File: src/rtl/vga_pkg.sv
// Shared types and defaults for the VGA framebuffer write-port arbiter.
// The optional bounds check in vga_fb_wr_arbiter is controlled by VGA_FB_ARB_BOUNDS_CHECK_EN.
package vga_pkg;

  typedef enum logic {ARB_IDLE, ARB_GRANT} vga_arb_state_e;

  localparam int VGA_FB_ADDR_W  = 11;
  localparam int VGA_FB_COLOR_W = 2;

  // Index width that stays at least one bit wide for a single requester.
  function automatic int vga_id_w(input int n);
    return (n > 1) ? $clog2(n) : 1;
  endfunction

endpackage

File: src/rtl/vga_rr_picker.sv
// Combinational round-robin picker: first set bit of i_valid scanning from i_ptr upward, wrapping.
// Reusable by any arbiter that keeps its own rotating pointer.
module vga_rr_picker
  import vga_pkg::*;
#(
  parameter int N     = 4,
  parameter int PTR_W = 2
) (
  input  logic [N-1:0]     i_valid,
  input  logic [PTR_W-1:0] i_ptr,
  output logic             o_found,
  output logic [PTR_W-1:0] o_idx
);

  // Scan from the farthest offset down so the nearest valid index wins last.
  always_comb begin
    int c;
    c       = 0;
    o_found = 1'b0;
    o_idx   = '0;
    for (int k = N - 1; k >= 0; k--) begin
      c = int'(i_ptr) + k;
      if (c >= N) c = c - N;
      if (i_valid[c[PTR_W-1:0]]) begin
        o_found = 1'b1;
        o_idx   = PTR_W'(c);
      end
    end
  end

endmodule

File: src/rtl/vga_fb_wr_arbiter.sv
// Round-robin, burst-limited arbiter for the single VGA framebuffer write port.
// Define VGA_FB_ARB_BOUNDS_CHECK_EN to drop out-of-range beats and raise the sticky oob_o flag.
module vga_fb_wr_arbiter
  import vga_pkg::*;
#(
  parameter int N_REQ     = 4,
  parameter int ADDR_W    = VGA_FB_ADDR_W,
  parameter int COLOR_W   = VGA_FB_COLOR_W,
  parameter int MAX_BURST = 16,
  parameter int H_MAX     = 1280,
  parameter int V_MAX     = 1024,
  localparam int ID_W     = vga_id_w(N_REQ)
) (
  input  logic                       clk_i,
  input  logic                       arstn_i,
  input  logic                       pause_i,
  input  logic [N_REQ-1:0]           req_valid_i,
  input  logic [N_REQ*ADDR_W-1:0]    req_x_i,
  input  logic [N_REQ*ADDR_W-1:0]    req_y_i,
  input  logic [N_REQ*COLOR_W-1:0]   req_color_i,
  output logic [N_REQ-1:0]           req_ready_o,
  output logic                       we_o,
  output logic [ADDR_W-1:0]          addr_x_o,
  output logic [ADDR_W-1:0]          addr_y_o,
  output logic [COLOR_W-1:0]         color_o,
  output logic [ID_W-1:0]            grant_id_o,
  output logic                       busy_o,
  output logic                       oob_o
);

  localparam int              CNT_W     = $clog2(MAX_BURST + 1);
  localparam logic [CNT_W-1:0] LAST_BEAT = CNT_W'(MAX_BURST - 1);
  localparam logic [ID_W-1:0]  LAST_ID   = ID_W'(N_REQ - 1);

  // Handshake: a beat moves on a cycle where req_valid_i[i] && req_ready_o[i];
  // ready is only ever raised for the owner, and a requester holds valid and
  // payload stable until that beat is accepted.
  vga_arb_state_e      r_state, w_state_nxt;
  logic [ID_W-1:0]     r_owner, w_owner_nxt;
  logic [ID_W-1:0]     r_rr_ptr, w_rr_ptr_nxt;
  logic [CNT_W-1:0]    r_beat_cnt, w_beat_cnt_nxt;
  logic [ID_W-1:0]     w_pick_idx;
  logic                w_pick_found;
  logic                w_release;
  logic [N_REQ-1:0]    w_ready;
  logic                w_xfer;
  logic                w_oob_raw;
  logic                w_oob;
  logic [ADDR_W-1:0]   w_sel_x, w_sel_y;
  logic [COLOR_W-1:0]  w_sel_color;
  logic                r_we;
  logic [ADDR_W-1:0]   r_x, r_y;
  logic [COLOR_W-1:0]  r_color;
  logic                r_oob;

  vga_rr_picker #(
    .N     (N_REQ),
    .PTR_W (ID_W)
  ) u_picker (
    .i_valid (req_valid_i),
    .i_ptr   (r_rr_ptr),
    .o_found (w_pick_found),
    .o_idx   (w_pick_idx)
  );

  always_comb begin
    w_ready     = '0;
    w_sel_x     = '0;
    w_sel_y     = '0;
    w_sel_color = '0;
    for (int i = 0; i < N_REQ; i++) begin
      if (r_owner == ID_W'(i)) begin
        w_ready[i]  = (r_state == ARB_GRANT) && !pause_i;
        w_sel_x     = req_x_i[i*ADDR_W +: ADDR_W];
        w_sel_y     = req_y_i[i*ADDR_W +: ADDR_W];
        w_sel_color = req_color_i[i*COLOR_W +: COLOR_W];
      end
    end
  end

  assign w_xfer    = |(w_ready & req_valid_i);
  assign w_oob_raw = (32'(w_sel_x) >= H_MAX) || (32'(w_sel_y) >= V_MAX);

`ifdef VGA_FB_ARB_BOUNDS_CHECK_EN
  assign w_oob = w_oob_raw;
`else
  logic w_unused_oob;
  assign w_unused_oob = w_oob_raw;
  assign w_oob        = 1'b0;
`endif

  always_comb begin
    w_state_nxt    = r_state;
    w_owner_nxt    = r_owner;
    w_rr_ptr_nxt   = r_rr_ptr;
    w_beat_cnt_nxt = r_beat_cnt;
    w_release      = 1'b0;
    case (r_state)
      ARB_IDLE: begin
        if (!pause_i && w_pick_found) begin
          w_state_nxt    = ARB_GRANT;
          w_owner_nxt    = w_pick_idx;
          w_beat_cnt_nxt = '0;
        end
      end
      ARB_GRANT: begin
        // A paused grant is frozen outright, even if the owner has gone idle.
        if (!pause_i) begin
          if (!w_xfer || (r_beat_cnt == LAST_BEAT)) w_release = 1'b1;
          else w_beat_cnt_nxt = r_beat_cnt + CNT_W'(1);
        end
      end
      default: w_state_nxt = ARB_IDLE;
    endcase
    if (w_release) begin
      w_state_nxt    = ARB_IDLE;
      w_rr_ptr_nxt   = (r_owner == LAST_ID) ? '0 : r_owner + ID_W'(1);
      w_beat_cnt_nxt = '0;
    end
  end

  always_ff @(posedge clk_i or negedge arstn_i) begin
    if (!arstn_i) begin
      r_state    <= ARB_IDLE;
      r_owner    <= '0;
      r_rr_ptr   <= '0;
      r_beat_cnt <= '0;
      r_we       <= 1'b0;
      r_x        <= '0;
      r_y        <= '0;
      r_color    <= '0;
      r_oob      <= 1'b0;
    end else begin
      r_state    <= w_state_nxt;
      r_owner    <= w_owner_nxt;
      r_rr_ptr   <= w_rr_ptr_nxt;
      r_beat_cnt <= w_beat_cnt_nxt;
      r_we       <= w_xfer && !w_oob;
      if (w_xfer && !w_oob) begin
        r_x     <= w_sel_x;
        r_y     <= w_sel_y;
        r_color <= w_sel_color;
      end
      if (w_xfer && w_oob) r_oob <= 1'b1;
    end
  end

  assign req_ready_o = w_ready;
  assign we_o        = r_we;
  assign addr_x_o    = r_x;
  assign addr_y_o    = r_y;
  assign color_o     = r_color;
  assign grant_id_o  = r_owner;
  assign busy_o      = (r_state == ARB_GRANT);
  assign oob_o       = r_oob;

endmodule
File: config.mk
export PLATFORM = sky130hd
export DESIGN_NAME = vga_fb_wr_arbiter
export DESIGN_NICKNAME = d
export VERILOG_FILES = /design/src/rtl/vga_pkg.sv /design/src/rtl/vga_rr_picker.sv /design/src/rtl/vga_fb_wr_arbiter.sv
export SDC_FILE = /design/constraint.sdc
export NUM_CORES = 1
export LEC_CHECK = 0
export CORE_UTILIZATION = 35
export DETAILED_ROUTE_END_ITERATION = 10
export DONT_BUFFER_PORTS = 1
export PLACE_DENSITY = 0.49
export SLEW_MARGIN = 0
export SYNTH_ARGS = -nofsm -noshare
export SYNTH_HDL_FRONTEND = slang
export SYNTH_SLANG_ARGS = --single-unit
File: constraint.sdc
create_clock -name clk_i -period 2.15 [get_ports clk_i]
set_clock_uncertainty 0.1 [all_clocks]
set_input_delay 0.3225 -clock clk_i [delete_from_list [all_inputs] [get_ports clk_i]]
set_output_delay 0.3225 -clock clk_i [all_outputs]
set_load 0.02 [all_outputs]
== Word level (Yosys, flattened, before mapping) ==
Index checks and enable logic that the tools add are counted.

* Bits in writable memories: 0
* Memory bits (read-only): 0
* Memories kept: 0
* Register bits: 35
* Latch bits: 0
* Output and inout bits: 33

* Multiplexer cells: 48
* Magnitude comparators: 8
* Multipliers: 0
* Shift operators: 0
* $add $sub $neg: 9
* Equality and inequality tests: 7
* Reduce and logical (&&, ||, !) cells: 9
* Divide/modulo/power cells: 0
* Bitwise logic cells: 2

{| class="wikitable"
|+ Operator list
! cell !! count
|-
| 11-bit 2-to-1 mux || 8
|-
| 2-bit 2-to-1 mux || 13
|-
| 5-bit 2-to-1 mux || 4
|-
| 1-bit 2-to-1 mux || 18
|-
| 2-bit by 3-bit < comparator with 1-bit output (second input constant) || 4
|-
| 5-bit one-hot mux with 2 select lines || 1
|-
| 3-bit greater-or-equal comparator (second input constant) || 3
|-
| 1-bit binary-select mux with 2-bit select || 4
|-
| 2-bit by 1-bit subtractor with 2-bit output (second input constant) || 4
|-
| 2-bit by 2-bit adder with 3-bit output (second input constant) || 2
|-
| 3-bit inequality test (second input constant) || 2
|-
| 5-bit by 1-bit adder with 5-bit output (second input constant) || 1
|-
| 5-bit by 4-bit equality test with 1-bit output (second input constant) || 1
|-
| 4-bit bitwise AND || 1
|-
| 2-bit equality test (second input constant) || 2
|-
| 4-bit OR reduction || 1
|-
| 2-bit by 1-bit adder with 3-bit output (second input constant) || 1
|-
| 2-bit by 3-bit greater-or-equal comparator with 1-bit output (second input constant) || 1
|-
| 3-bit by 2-bit inequality test with 1-bit output (second input constant) || 1
|-
| 3-bit AND reduction || 1
|-
| 2-bit by 1-bit adder with 2-bit output (second input constant) || 1
|-
| 2-bit by 1-bit equality test with 1-bit output (second input constant) || 1
|-
| 1-bit logical AND || 2
|-
| 1-bit logical NOT || 2
|-
| 4 further kinds || 4
|}

== Depth between registers and ports, before layout ==
* Word-level depth: 13
* Gate-level depth with buffers: 10
* Gate-level depth less buffers: 8

== By module ==
From an unflattened synthesis, not the netlist that was laid out.

* Cell total of the unflattened synthesis: 258
* Area total of the unflattened synthesis: 2162.1 um^2

{| class="wikitable"
|+ Modules (own cells, without submodules)
! module !! times used !! cells each !! area each (um^2)
|-
| vga_fb_wr_arbiter || 1 || 245 || 2084.5
|-
| vga_rr_picker || 1 || 13 || 77.6
|}

== Worst setup path after synthesis ==
OpenSTA, ideal clock, no wires.

* Path kind: reg2reg
* Start point: reg r_owner[0] (netlist: grant_id_o[0])
* End point: reg r_rr_ptr[1]
* Slack: 0.250 ns
* Data arrival time: 1.672 ns
* Path buffers: 1
* Required time: 1.922 ns
* Cell stages (with the launch flop): 8
* Cell sequence: dfrtp_1 inv_1 ha_1 buf_2 a22oi_2 a21oi_2 nor2_1 mux2_1

* Longest elaborated chain between the ends: 9

{| class="wikitable"
|+ Ends and longest elaborated chain
! element !! RTL line !! text
|-
| from (decl) || vga_fb_wr_arbiter.sv:39 || <nowiki>logic [ID_W-1:0] r_owner, w_owner_nxt;</nowiki>
|-
| from (signal assigned) || vga_fb_wr_arbiter.sv:135 || <nowiki>r_owner <= w_owner_nxt;</nowiki>
|-
| 2-bit by 1-bit equality test with 1-bit output (tied with other cells) || vga_fb_wr_arbiter.sv:72 || <nowiki>if (r_owner == ID_W'(i)) begin</nowiki>
|-
| 1-bit 2-to-1 mux || vga_fb_wr_arbiter.sv:72 ||
|-
| 4-bit bitwise AND || vga_fb_wr_arbiter.sv:81 || <nowiki>assign w_xfer = |(w_ready & req_valid_i);</nowiki>
|-
| 4-bit OR reduction || vga_fb_wr_arbiter.sv:81 ||
|-
| 1-bit logical NOT || vga_fb_wr_arbiter.sv:109 || <nowiki>if (!w_xfer || (r_beat_cnt == LAST_BEAT)) w_release = 1'b1;</nowiki>
|-
| 1-bit logical OR || vga_fb_wr_arbiter.sv:109 ||
|-
| 1-bit 2-to-1 mux || vga_fb_wr_arbiter.sv:109 ||
|-
| 1-bit 2-to-1 mux || vga_fb_wr_arbiter.sv:108 || <nowiki>if (!pause_i) begin</nowiki>
|-
| 1-bit 2-to-1 mux || vga_fb_wr_arbiter.sv:98 || <nowiki>case (r_state)</nowiki>
|-
| to (signal assigned) || vga_fb_wr_arbiter.sv:136 || <nowiki>r_rr_ptr <= w_rr_ptr_nxt;</nowiki>
|-
| to (decl) || vga_fb_wr_arbiter.sv:40 || <nowiki>logic [ID_W-1:0] r_rr_ptr, w_rr_ptr_nxt;</nowiki>
|}

Several ways; a longest one is shown, not always the timed one.
A chain may end at the register's enable or synchronous reset.

== Worst setup path in the final report ==
* Start point: reg r_owner[0] (netlist: grant_id_o[0])
* End point: out req_ready_o[2]

* Longest elaborated chain between the ends: 2

{| class="wikitable"
|+ Ends and longest elaborated chain
! element !! RTL line !! text
|-
| 2-bit equality test || vga_fb_wr_arbiter.sv:72 ||
|-
| 1-bit 2-to-1 mux || vga_fb_wr_arbiter.sv:72 ||
|-
| to (decl) || vga_fb_wr_arbiter.sv:21 || <nowiki>output logic [N_REQ-1:0] req_ready_o,</nowiki>
|}

No other way between the ends.

==> flow_metrics.py <==
metrics = {
    "routing": {
        "wl_met2_um": 3080,
        "drt_iter0_drc": 59,
        "firstDrtPassIters": 4,
        "vias": 1951,
        "maxUsedRoutingLayer": "met4",
        "drcViolationCount": 0,
        "antenna_left": 0,
        "post_drt_wl_per_cell_um": 17.0,
        "vias_per_cell": 5.70,
        "routed_wl_um": 5820,
        "m1WireLength_um": 2320,
        "wl_met3_um": 385,
    },
    "sta": {
        "fmax_mhz": 484,
        "tightest_slew_ns": 0.538,
        "slew_violations": 0,
        "hold-worst-slack_ns": 0.0776,
        "post-route-period-util_pct": 96.2,
        "setup_viol": 0,
        "fin_tns_setup_ns": 0,
        "hold_violations": 0,
        "rsz0062_at_grt": "false",
        "slew_headroom_pct": 63.8,
        "fin_crit_ns": 2.07,
    },
    "cells_and_area": {
        "syn_to_final_growth_pct": 9.31,
        "nFillCells": 666,
        "drive_above_1_share_pct": 11.7,
        "antenna_cells": 0,
        "most-common-layout-cells": "dfrtp_1, nor2_1, inv_1, nand2_1",
        "layout.nets": 373,
        "final_common_cell": "dfrtp_1",
        "finish.instance_area_sq_um": 2510,
    },
    "floorplan": {
        "die_x_um": 83.0,
        "start_util_pct": 36.2,
        "die_y_um": 83.0,
        "io_pins": 136,
        "dieArea_sq_um": 6890,
        "num_rows": 29,
        "fp.coreArea_sq_um": 6350,
    },
    "setup_path": {
        "critPathCaptureType": "output pin",
        "critPathMaxFanout": 49,
        "worstPathArrival_ns": 1.64,
        "worstSetupPathType": "reg -> out",
        "startpoint_type": "flip-flop",
        "critPathRequiredTime_ns": 1.73,
    },
    "logic_synthesis": {
        "async_flop_share_pct": 100,
        "synth-main-ff-cell": "dfrtp_1",
        "yosysUniqueCellTypes": 42,
        "yosys_register_bits": 35,
        "ys_seq_area_share_pct": 38.1,
        "synth_edf_count": 0,
        "synth_area_sq_um": 2300,
        "avgSynthCellArea_sq_um": 8.58,
        "synthCells": 268,
        "yosys_warnings": 0,
        "synth_fp_nets": 377,
    },
    "clock_network": {
        "root_buffer": "clkbuf_8",
        "clkTransAtPathRegs_ns": 0.08,
        "ctsLongestPathBuffers": 2,
        "insertion_delay_ns": 0.28,
        "cts-htree-levels": 2,
        "cts_made_buffers": 5,
        "cts_tree": "done",
        "clock-sinks": 35,
        "post_cts_buffers": 0,
    },
    "power_and_ir_drop": {
        "p_leak_nw": 1.11,
        "p_sw_share_pct": 45.4,
        "pwr-share-comb_pct": 47.9,
        "intPower_mw": 2.24,
        "clkPwrFrac_pct": 15.4,
        "switching_power_mw": 1.86,
        "ir_drop_mv": 0.487,
        "seqPwrFrac_pct": 36.7,
        "power_density_nw_per_um2": 1630,
    },
    "placed_design": {
        "gp_congestion": 0.721,
        "dpl.hpwl_um": 4230,
        "portBuffers": 0,
        "placed_area_sq_um": 2350,
    },
    "global_route": {
        "gr-total-overflow": 0,
        "grt.total_usage_pct": 17.3,
        "grt_pass1_vias": 1946,
        "antenna_found_initial": 0,
        "grt_max_degree": 51,
        "grt_pass1_wl_um": 9620,
    },
    "outcome": {
        "status": "finished clean",
    },
    "run": {
        "cap_violations": 0,
    },
    "min_path": {
        "hp-class": "in -> reg",
    },
}
==> sequential cells by signal (all words and copies together) (netlist names) <==
| register | cells |
|---|---|
| addr_x_o | 11 |
| addr_y_o | 11 |
| r_beat_cnt | 5 |
| color_o | 2 |
| grant_id_o | 2 |
| r_rr_ptr | 2 |
| busy_o | 1 |
| we_o | 1 |
==> cell usage after synthesis, drive strengths merged, types with 3 or more instances <==
library cell,number,area (sq um)
a211o,23,201
a21oi,7,38.8
a221oi,23,201
a22oi,4,40.0
a31oi,23,144
and2,4,25.0
buf,16,108
clkbuf,7,26.3
dfrtp,35,876
ha,6,75.1
inv,31,116
nand2,31,119
nor2,33,126
o21ai,3,15.0
==> worst max-delay path, cell delays in order, from the launching register on <==
cell     delay (ns)
dfrtp_1        0.43
inv_1          0.11
ha_2           0.20
buf_6          0.31
and2_1         0.30
==> timing repair <==
| item | CTS | global route |
|---|---|---|
| hold buffers | 2 | 0 |
| pin swaps | 0 | 0 |
| gates resized for setup | 2 | 2 |
| hold endpoints to repair | 35 | 0 |
| setup endpoints to repair | 2 | 1 |
==> layer usage <==
metal / up-vias / global-route usage [%]
li1: 956 / -
met1: 921 / 19.3
met2: 69 / 31.4
met3: 5 / 5.47
met4: 0 / 4.86
met5: - / 0
==> power groups by stage <==
stage,sequential [mW],combinational [mW],clock [mW]
2_1_floorplan,1.49,1.60,0
3_3_place_gp,1.53,1.95,0
3_5_place_dp,1.52,1.96,0
4_1_cts,1.51,2.00,0.648
5_1_grt,1.55,2.21,0.682
6_report,1.50,1.97,0.631
==> metrics by stage <==
step | worst slack [ns] | instances | utilization (%) | total power, mW
floorplan | 0.250 | 268 | - | 3.09
global placement | 0.209 | 332 | 37.1 | 3.48
detailed placement | 0.181 | 332 | 37.1 | 3.48
CTS | 0.0498 | 342 | 39.5 | 4.16
global route | 0.00386 | 342 | 39.6 | 4.44
finish | 0.0827 | 342 | 39.6 | 4.10
==> final timing paths <==
path,from,end,slack (ns),cells after the start
setup / recovery,grant_id_o[0],req_ready_o[2],0.08,4
hold / removal,req_y_i[40],addr_y_o[7],0.08,2
setup reg to reg,grant_id_o[0],addr_y_o[5],0.21,9
hold reg to reg,r_beat_cnt[4],r_beat_cnt[4],0.39,2
max in group asynchronous,arstn_i,r_rr_ptr[1],1.34,2
min in group asynchronous,arstn_i,busy_o,0.43,2
==> final cells by class <==
type / count / area [sq um] / area share [%]
Clock buffer: 6 / 82.6 / 3.29
Multi-Input combinational cell: 179 / 1180 / 46.9
Timing Repair Buffer: 12 / 129 / 5.13
Clock inverter: 2 / 35.0 / 1.39
Tap cell: 77 / 96.3 / 3.83
Sequential cell: 35 / 876 / 34.9
Inverter: 31 / 116 / 4.63
==> kinds of logic (layout without fill, tap and decap cells) <==
group | count (synthesis) | in the layout | synth area share (%)
multiplexers | 3 | 3 | 1.42
AO/OA/AOI/OAI | 92 | 92 | 31.4
AND/OR/NAND/NOR | 77 | 77 | 14.8
buffers and inverters | 54 | 51 | 10.9
adder cells (fa/ha/maj) | 6 | 6 | 3.27
other | 1 | 1 | 0.163
flip-flops | 35 | 35 | 38.1
(Power assumes the default switching activity.)
